==> config.mk <==
export PLATFORM = sky130hd
export DESIGN_NAME = cvt_fpi_sched
export DESIGN_NICKNAME = d
export VERILOG_FILES = /design/src/rtl/cvt_fpi_sched_pkg.sv /design/src/rtl/cvt_rr_arb.sv /design/src/rtl/cvt_fpi_sched.sv
export SDC_FILE = /design/constraint.sdc
export NUM_CORES = 1
export LEC_CHECK = 0
export CAP_MARGIN = 10
export CORE_AREA = 4 4 207 209
export DETAILED_ROUTE_END_ITERATION = 10
export DIE_AREA = 0 0 211 213
export PLACE_DENSITY_LB_ADDON = 0.2
export SLEW_MARGIN = 20
export SYNTH_ARGS = -nofsm -noshare
export SYNTH_HDL_FRONTEND = slang
export SYNTH_SLANG_ARGS = --single-unit
==> constraint.sdc <==
create_clock -name clk -period 9.82 [get_ports clk]
set_input_delay 1.964 -clock clk [delete_from_list [all_inputs] [get_ports clk]]
set_output_delay 1.964 -clock clk [all_outputs]
set_load 0.01 [all_outputs]
==> src/rtl/cvt_fpi_sched_pkg.sv <==
// cvt_fpi_sched_pkg: shared format bit positions, defaults and pipeline stage record
package cvt_fpi_sched_pkg;
  localparam int FMT_SGL = 0;
  localparam int FMT_DBL = 1;
  localparam int FMT_EXT = 2;
  localparam int FMT_VRB = 3;
  localparam int DEF_NREQ = 3;
  localparam int DEF_LAT = 2;
  localparam int DEF_TAGW = 9;
  localparam int OPW = 82;
  localparam int RESW = 65;
  typedef struct packed {
    logic       valid;
    logic [1:0] port;
    logic       err;
  } stg_t;
endpackage

==> src/rtl/cvt_rr_arb.sv <==
// cvt_rr_arb: round-robin pick of the first request at or after ptr, wrapping modulo N
module cvt_rr_arb #(
  parameter int N = 3
) (
  input  logic [N-1:0] req,
  input  logic [1:0]   ptr,
  output logic [N-1:0] gnt,
  output logic [1:0]   idx
);
  localparam int IW = N > 2 ? 2 : 1;
  always_comb begin
    idx = '0;
    for (int k = N - 1; k >= 0; k--)
      if (req[IW'((int'(ptr) + k) % N)]) idx = 2'((int'(ptr) + k) % N);
    gnt = '0;
    gnt[IW'(idx)] = |req;
  end
endmodule

==> src/rtl/cvt_fpi_sched.sv <==
// cvt_fpi_sched: round-robin issue of conversion requests with a stallable fixed-latency tag pipeline
module cvt_fpi_sched
  import cvt_fpi_sched_pkg::*;
#(
  parameter int NREQ = DEF_NREQ,
  parameter int LAT  = DEF_LAT,
  parameter int TAGW = DEF_TAGW
) (
  input  logic                 clk,
  input  logic                 rst,
  input  logic [NREQ-1:0]      req_valid,
  output logic [NREQ-1:0]      req_ready,
  input  logic [NREQ*OPW-1:0]  req_A,
  input  logic [NREQ*4-1:0]    req_fmt,
  input  logic [NREQ-1:0]      req_is32b,
  input  logic [NREQ*TAGW-1:0] req_tag,
  input  logic                 flush,
  output logic                 cv_en,
  output logic                 cv_clkEn,
  output logic [OPW-1:0]       cv_A,
  output logic [3:0]           cv_fmt,
  output logic                 cv_is32b,
  input  logic [RESW-1:0]      cv_res,
  output logic                 out_valid,
  input  logic                 out_ready,
  output logic [RESW-1:0]      out_res,
  output logic [TAGW-1:0]      out_tag,
  output logic [1:0]           out_port,
  output logic                 out_err,
  output logic                 busy
);
  logic [OPW-1:0]  a [4];
  logic [3:0]      f [4];
  logic [TAGW-1:0] t [4];
  logic [3:0]      s32;
  logic [NREQ-1:0] gnt;
  logic [1:0]      idx, ptr;
  logic            any, stall, acc, legal;
  stg_t            stg [LAT];
  logic [TAGW-1:0] tags [LAT];
  // requester slots padded to four so a 2-bit index always lands in range
  for (genvar g = 0; g < 4; g++) begin : g_un
    if (g < NREQ) begin : g_on
      assign a[g]   = req_A[g*OPW +: OPW];
      assign f[g]   = req_fmt[g*4 +: 4];
      assign t[g]   = req_tag[g*TAGW +: TAGW];
      assign s32[g] = req_is32b[g];
    end else begin : g_off
      assign a[g]   = '0;
      assign f[g]   = '0;
      assign t[g]   = '0;
      assign s32[g] = 1'b0;
    end
  end
  cvt_rr_arb #(.N(NREQ)) u_arb (.req(req_valid), .ptr(ptr), .gnt(gnt), .idx(idx));
  assign any       = |req_valid;
  assign stall     = out_valid & ~out_ready;
  assign acc       = any & ~stall & ~flush & ~rst;
  assign legal     = $onehot(f[idx]);
  assign req_ready = acc ? gnt : '0;
  assign cv_en     = acc & legal;
  assign cv_A      = any ? a[idx] : '0;
  assign cv_fmt    = any & legal ? f[idx] : '0;
  assign cv_is32b  = any & s32[idx];
  assign cv_clkEn  = ~stall;
  always_ff @(posedge clk)
    if (rst) ptr <= '0;
    else if (acc) ptr <= idx == 2'(NREQ - 1) ? '0 : idx + 2'd1;
  // flush and reset both override stall; tags ride along without reset
  always_ff @(posedge clk)
    if (rst | flush) begin
      for (int i = 0; i < LAT; i++) stg[i] <= '0;
    end else if (~stall) begin
      stg[0]  <= '{valid: acc, port: idx, err: ~legal};
      tags[0] <= t[idx];
      for (int i = 1; i < LAT; i++) begin
        stg[i]  <= stg[i-1];
        tags[i] <= tags[i-1];
      end
    end
  assign out_valid = stg[LAT-1].valid;
  assign out_port  = stg[LAT-1].port;
  assign out_err   = stg[LAT-1].err;
  assign out_tag   = tags[LAT-1];
  assign out_res   = out_err ? '0 : cv_res;
  always_comb begin
    busy = 1'b0;
    for (int i = 0; i < LAT; i++) busy = busy | stg[i].valid;
  end
endmodule

**After elaboration in Yosys (flattened, before gate mapping)**

Memory sizes are Yosys's and may differ from the RTL's.
Cells that the tools add are included.

- Add/sub/neg operators: 6
- Div/mod/pow operators: 3
- $lt $le $gt $ge: 6
- Eq/ne operators: 2
- Mux-type cells: 37
- Bitwise logic cells: 18
- Reductions and logical operators: 2

Operators by type and width:

| operator | number |
|---|---|
| $mux W82 | 3 |
| $bmux W82 S2 | 1 |
| $mux W65 | 1 |
| $mod A32 B3 Y32 const B | 2 |
| $mod A3 B3 Y32 const B | 1 |
| $mux W4 | 5 |
| $bmux W9 S2 | 1 |
| $mux W9 | 2 |
| $mux W1 | 13 |
| $lt A2 B4 Y1 const B | 3 |
| $bmux W1 S2 | 4 |
| $bmux W4 S2 | 1 |
| $mux W2 | 4 |
| $and A1 B1 Y1 | 7 |
| $not A1 Y1 | 5 |
| $add A1 B1 Y2 | 2 |
| $or A1 B1 Y1 | 4 |
| $add A2 B1 Y3 const B | 1 |
| $add A2 B2 Y3 | 1 |
| $add A2 B2 Y3 const B | 1 |
| $and A3 B3 Y3 | 1 |
| $eq A3 B1 Y1 const B | 1 |
| $ge A3 B3 Y1 const B | 1 |
| $lt A2 B3 Y1 const B | 1 |
| 8 further kinds | 8 |

- Register bits after elaboration: 2
- Memory bits (writable): 26
- Input bits: 360
- Output and inout port bits: 171
- Word-level logic and storage cells: 77
- Memories: 2

Memories:

| memory | depth | width | read ports | clocked after Yosys merged registers in | wr ports | RTL line | RTL |
|---|---|---|---|---|---|---|---|
| tags | 2 | 9 | 2 | 0 | 2 | cvt_fpi_sched.sv:40 | `logic [TAGW-1:0] tags [LAT];` |
| stg | 2 | 4 | 2 | 0 | 2 | cvt_fpi_sched.sv:39 | `stg_t stg [LAT];` |

**Logic depth before layout (Yosys ltp)**

Gate-level depths: netlist (run 1).

- Depth after elaboration: 17
- Depth in mapped cells: 18
- Gate-level depth less buffers: 15

**Cells and area by module**

Synthesis (run 1) repeated with hierarchy kept, for this count alone.

- Cells, all modules: 592
- Area, all modules: 4398.0 µm²

By module, submodules not included:

| module | times used | cells an instance | area an instance (µm²) | sequential area each (µm²) |
|---|---|---|---|---|
| cvt_fpi_sched | 1 | 565 | 4202.8 | 820.8 |
| cvt_rr_arb | 1 | 27 | 195.2 | 0.0 |

**Worst setup path before layout (run 1)**

No wires, ideal clock.

- Kind: in2out
- From: in req_valid[0]
- To: out cv_fmt[0]
- Arrival: 4.705 ns
- Data required time: 7.856 ns
- Slack: 3.151 ns
- Cell stages on the path: 15
- Path buffers: 3
- Cells stage by stage: nor4b_1 o21ai_0 nor2b_1 buf_2 buf_4 buf_2 a21o_1 fa_1 inv_1 ha_1 ha_1 nor2_1 and3_1 o21ai_0 a21oi_1

- Word-level cells in the longest chain between the ends: 15
- Elaborated cells on any way between the ends: 23
- Classes of those cells: add/sub: 3; eq/ne: 1; mux: 16; bitwise: 2; reduce/logical: 1

RTL lines:

| element | RTL line | RTL |
|---|---|---|
| start: declaration | cvt_fpi_sched.sv:11 | `input logic [NREQ-1:0] req_valid,` |
| $bmux W1 S2 | cvt_rr_arb.sv:14 | `if (req[IW'((int'(ptr) + k) % N)]) idx = 2'((int'(ptr) + k) % N);` |
| $mux W1 (not written as such) (2 in a row) | cvt_rr_arb.sv:14 |  |
| $mux W2 (3 in a row) | cvt_rr_arb.sv:14 |  |
| $not A2 Y3 (not written as such) | cvt_fpi_sched.sv:59, cvt_fpi_sched.sv:63 |  |
| $bmux W4 S2 | cvt_fpi_sched.sv:59, cvt_fpi_sched.sv:63 |  |
| $mux W4 (not written as such) (2 in a row) | cvt_fpi_sched.sv:59, cvt_fpi_sched.sv:63 |  |
| $add A1 B1 Y2 (not written as such) | cvt_fpi_sched.sv:59 | `assign legal = $onehot(f[idx]);` |
| $add A2 B2 Y3 (not written as such) | cvt_fpi_sched.sv:59 |  |
| $eq A3 B1 Y1 | cvt_fpi_sched.sv:59 |  |
| $and A1 B1 Y1 | cvt_fpi_sched.sv:63 | `assign cv_fmt = any & legal ? f[idx] : '0;` |
| $mux W4 (*) | cvt_fpi_sched.sv:63 |  |
| end: declaration | cvt_fpi_sched.sv:21 | `output logic [3:0] cv_fmt,` |

Every way passes the cells marked *; elsewhere a longest branch is shown, timed or not. The select of a mux whose other input is x is not followed.

**Worst setup path after layout (run 1)**

- From: in req_valid[2]
- To: out cv_fmt[2]

The elaborated chain is that of the path after synthesis.

==> results_dict.tcl, run 1 <==
set metrics [dict create \
    dpl.hpwl_um 25800 \
    synthFlopType "edfxtp_1" \
    p_total_uw 1030 \
    grt_pass1_vias 6277 \
    ys_types 41 \
    crit_buf_inv 3 \
    grt.total_usage_pct 12.3 \
    clock_path_buffers 2 \
    cts_buffers 3 \
    hold_violations 0 \
    syn_avg_cell_area_um2 6.38 \
    setup_slack_ns 1.24 \
    via_count 6372 \
    required_ns 7.86 \
    setup_viol 0 \
    cpMaxStageDelayCell "clkdlybuf4s50_1" \
    ys_ff_latch 28 \
    pre_cts_ws_ns 1.12 \
    cts.sinks 28 \
    synth-simple-area-share_pct 34.4 \
    slew_headroom_pct 47.3 \
    cts_tree "yes" \
    drive_gt1_share_pct 2.12 \
    synth-seq-area-share_pct 20.9 \
    synthTopCellsByCount "nand2_1 (188), a31oi_1 (92), o21ai_0 (86)" \
    min_to "tags[0][17]$_DFFE_PP_" \
    synth_fa_ha_area_share_pct 2.10 \
    grtUsageMet1_pct 12.4 \
    wl_per_cell_um 18.8 \
    ioPinCount 531 \
    synth_most_common_cell "nand2_1" \
    synth_compound_area_share_pct 29.6 \
    overflow 0 \
    cts_resized 0 \
    cp_top_family "compound AO/OA/AOI/OAI gates" \
    drc 0 \
    antenna_cells 0 \
    cts_max_level 1 \
    syn_nets 982 \
    drtAntennaViolNets 0 \
    rows 74 \
    cp-end-kind "primary output" \
    ys_top_cells_by_area "edfxtp_1 (20%), nand2_1 (18%), a31oi_1 (15%)" \
    routabilityCongestion 0.833 \
    cp_max_fo 6 \
    vias_per_cell 3.94 \
    synth.area.mux_share_pct 1.91 \
    rsz0062_at_grt "no" \
    dr.first_iter.drc_count 263 \
    yosysWarnings 0 \
    grt_start_max_net_pins 82 \
    start_util_pct 9.62 \
    clk_latency_ns 0.27 \
    start_kind "input port" \
    finalNetCount 1452 \
    p_leak_uw 0.00359 \
    drv_slew 0 \
    wl_um 30400 \
    use_met2_pct 25.1 \
    portBuffers 530 \
    syn-cell-area_um2 3930 \
    outcome "finished, final reports clean" \
    synth_top_area_share_pct 19.9 \
    first_pass_iters 5 \
    r2r-start "ptr[0]$_SDFFE_PP0P_" \
    tightest_slew_ns 0.791 \
    fin_setup_tns_ns 0 \
    hold_buffers 0 \
    core_area_um2 40800 \
    yosys.area.top_type "edfxtp_1" \
    clk_pin_slew_ns 0.08 \
    drv_cap 0 \
    grt_pass1_wl_um 41700 \
    synthCells 616 \
    finClkSkew_ns 0.00275 \
    hp-class "flip-flop to flip-flop" \
    cts-root-buf "clkbuf_16" \
    path_class "input port to primary output" \
    critical_path.max_stage_delay_ns 0.67 \
    holdPathStages 0 \
    met3_usage_pct 3.75 \
    postSynth.asyncResetShare_pct 0 \
    synth-xor-area-share_pct 0 \
    postCtsSetupBuffers 0 \
    synth_top_family_by_area "simple AND/OR/NAND/NOR gates" \
    fp.dieW_um 211 \
    die_y_um 213 \
    post-route-util_pct 23.7 \
    path_cells "clkdlybuf4s50_1, a21bo_2, a211oi_1, nand2b_1, mux2i_1, a2bb2oi_1, fa_1, inv_1, ha_1, ha_1, nor2_1, and3_1, o21ai_0, a21oi_1, clkdlybuf4s50_1" \
    area_growth_pct 146 \
    period_needed_ns 8.58 \
    timing.rr.end "stg[0][0]$_SDFFCE_PN0P_" \
    hold_ws_ns 0.425 \
    grt.busiest_layer "met2" \
    fmax_mhz 117 \
    peakVddDrop_mv 0.0541 \
    die-area_um2 44900 \
    worstHoldStart "tags[0][8]$_DFFE_PP_" \
    antenna_found_initial 10 \
    synth_edf_count 26 \
    r2r_cells 13 \
    crit_arrival_ns 6.62 \
    fin_crit_sh_pct 87.4 \
    p_per_area_nw_per_um2 107 \
    ff2ff_setup_slack_ns 6.16 \
]
==> final cells by class <==
type                    count  area (µm²)
clock inverters             1        30.0
clock buffers               3        75.1
well taps                 532         666
multi-input cells         508        2700
fillers                  4564       31100
flip-flops and latches     28         821
inverters                   6        22.5
repair buffers            539        5370
==> flip-flops by register name, summed over array words and instances (netlist names) <==
name  count
tags     18
ptr       2
stg       8
==> how the worst max path moves through the flow <==
| stage | start | end | cells past startpoint |
|---|---|---|---|
| floorplan | req_valid[0] | cv_fmt[0] | 15 |
| global placement | req_valid[2] | cv_fmt[2] | 15 |
| detailed placement | req_valid[2] | cv_fmt[2] | 15 |
| CTS | req_valid[2] | cv_fmt[2] | 15 |
| global route | req_valid[2] | cv_fmt[2] | 15 |
| finish | req_valid[2] | cv_fmt[2] | 15 |
==> per-stage QoR <==
step | area [µm²] | std cells
CTS | 9680 | 1617
global route | 9680 | 1617
detailed placement | 9580 | 1613
floorplan | 3930 | 616
finish | 9680 | 1617
global placement | 9580 | 1613
==> logic make-up after synthesis <==
family,after synthesis
compound gates,198
simple gates,297
fa+ha+maj,6
mux,7
flops,28
buf+inv,80
==> cell usage in the layout, fill, tap and decap left out, types with 3 or more instances in the layout <==
master / count
nor2_1: 17
edfxtp_1: 26
and3_1: 7
nand2_1: 188
o21ai_0: 86
buf_4: 9
inv_1: 6
clkdlybuf4s50_1: 530
a31oi_1: 92
mux2i_1: 5
nand3b_1: 3
ha_1: 5
a21oi_1: 5
clkbuf_16: 3
nor2b_1: 67
==> per-layer routing <==
layer	share of wire (%)	vias to the layer above	routed length, µm
met1	35	2909	10600
met3	9.7	29	2950
met4	1.2	0	354
met2	54	367	16500
met5	0	-	0
li1	-	3067	-
==> power by group <==
group | switching [µW] | internal, µW | total (µW)
Combinational | 351 | 410 | 761
Sequential | 3.33 | 143 | 146
Clock | 44.6 | 81.4 | 126
No activity file was read; power rests on OpenSTA's default activity.
==> inputs of run 2 (changes only) <==
CTS_CLUSTER_SIZE = 16   (was not set)
==> results of run 2 <==
The final DEF is identical to that of run 1; final timing and power are the same.
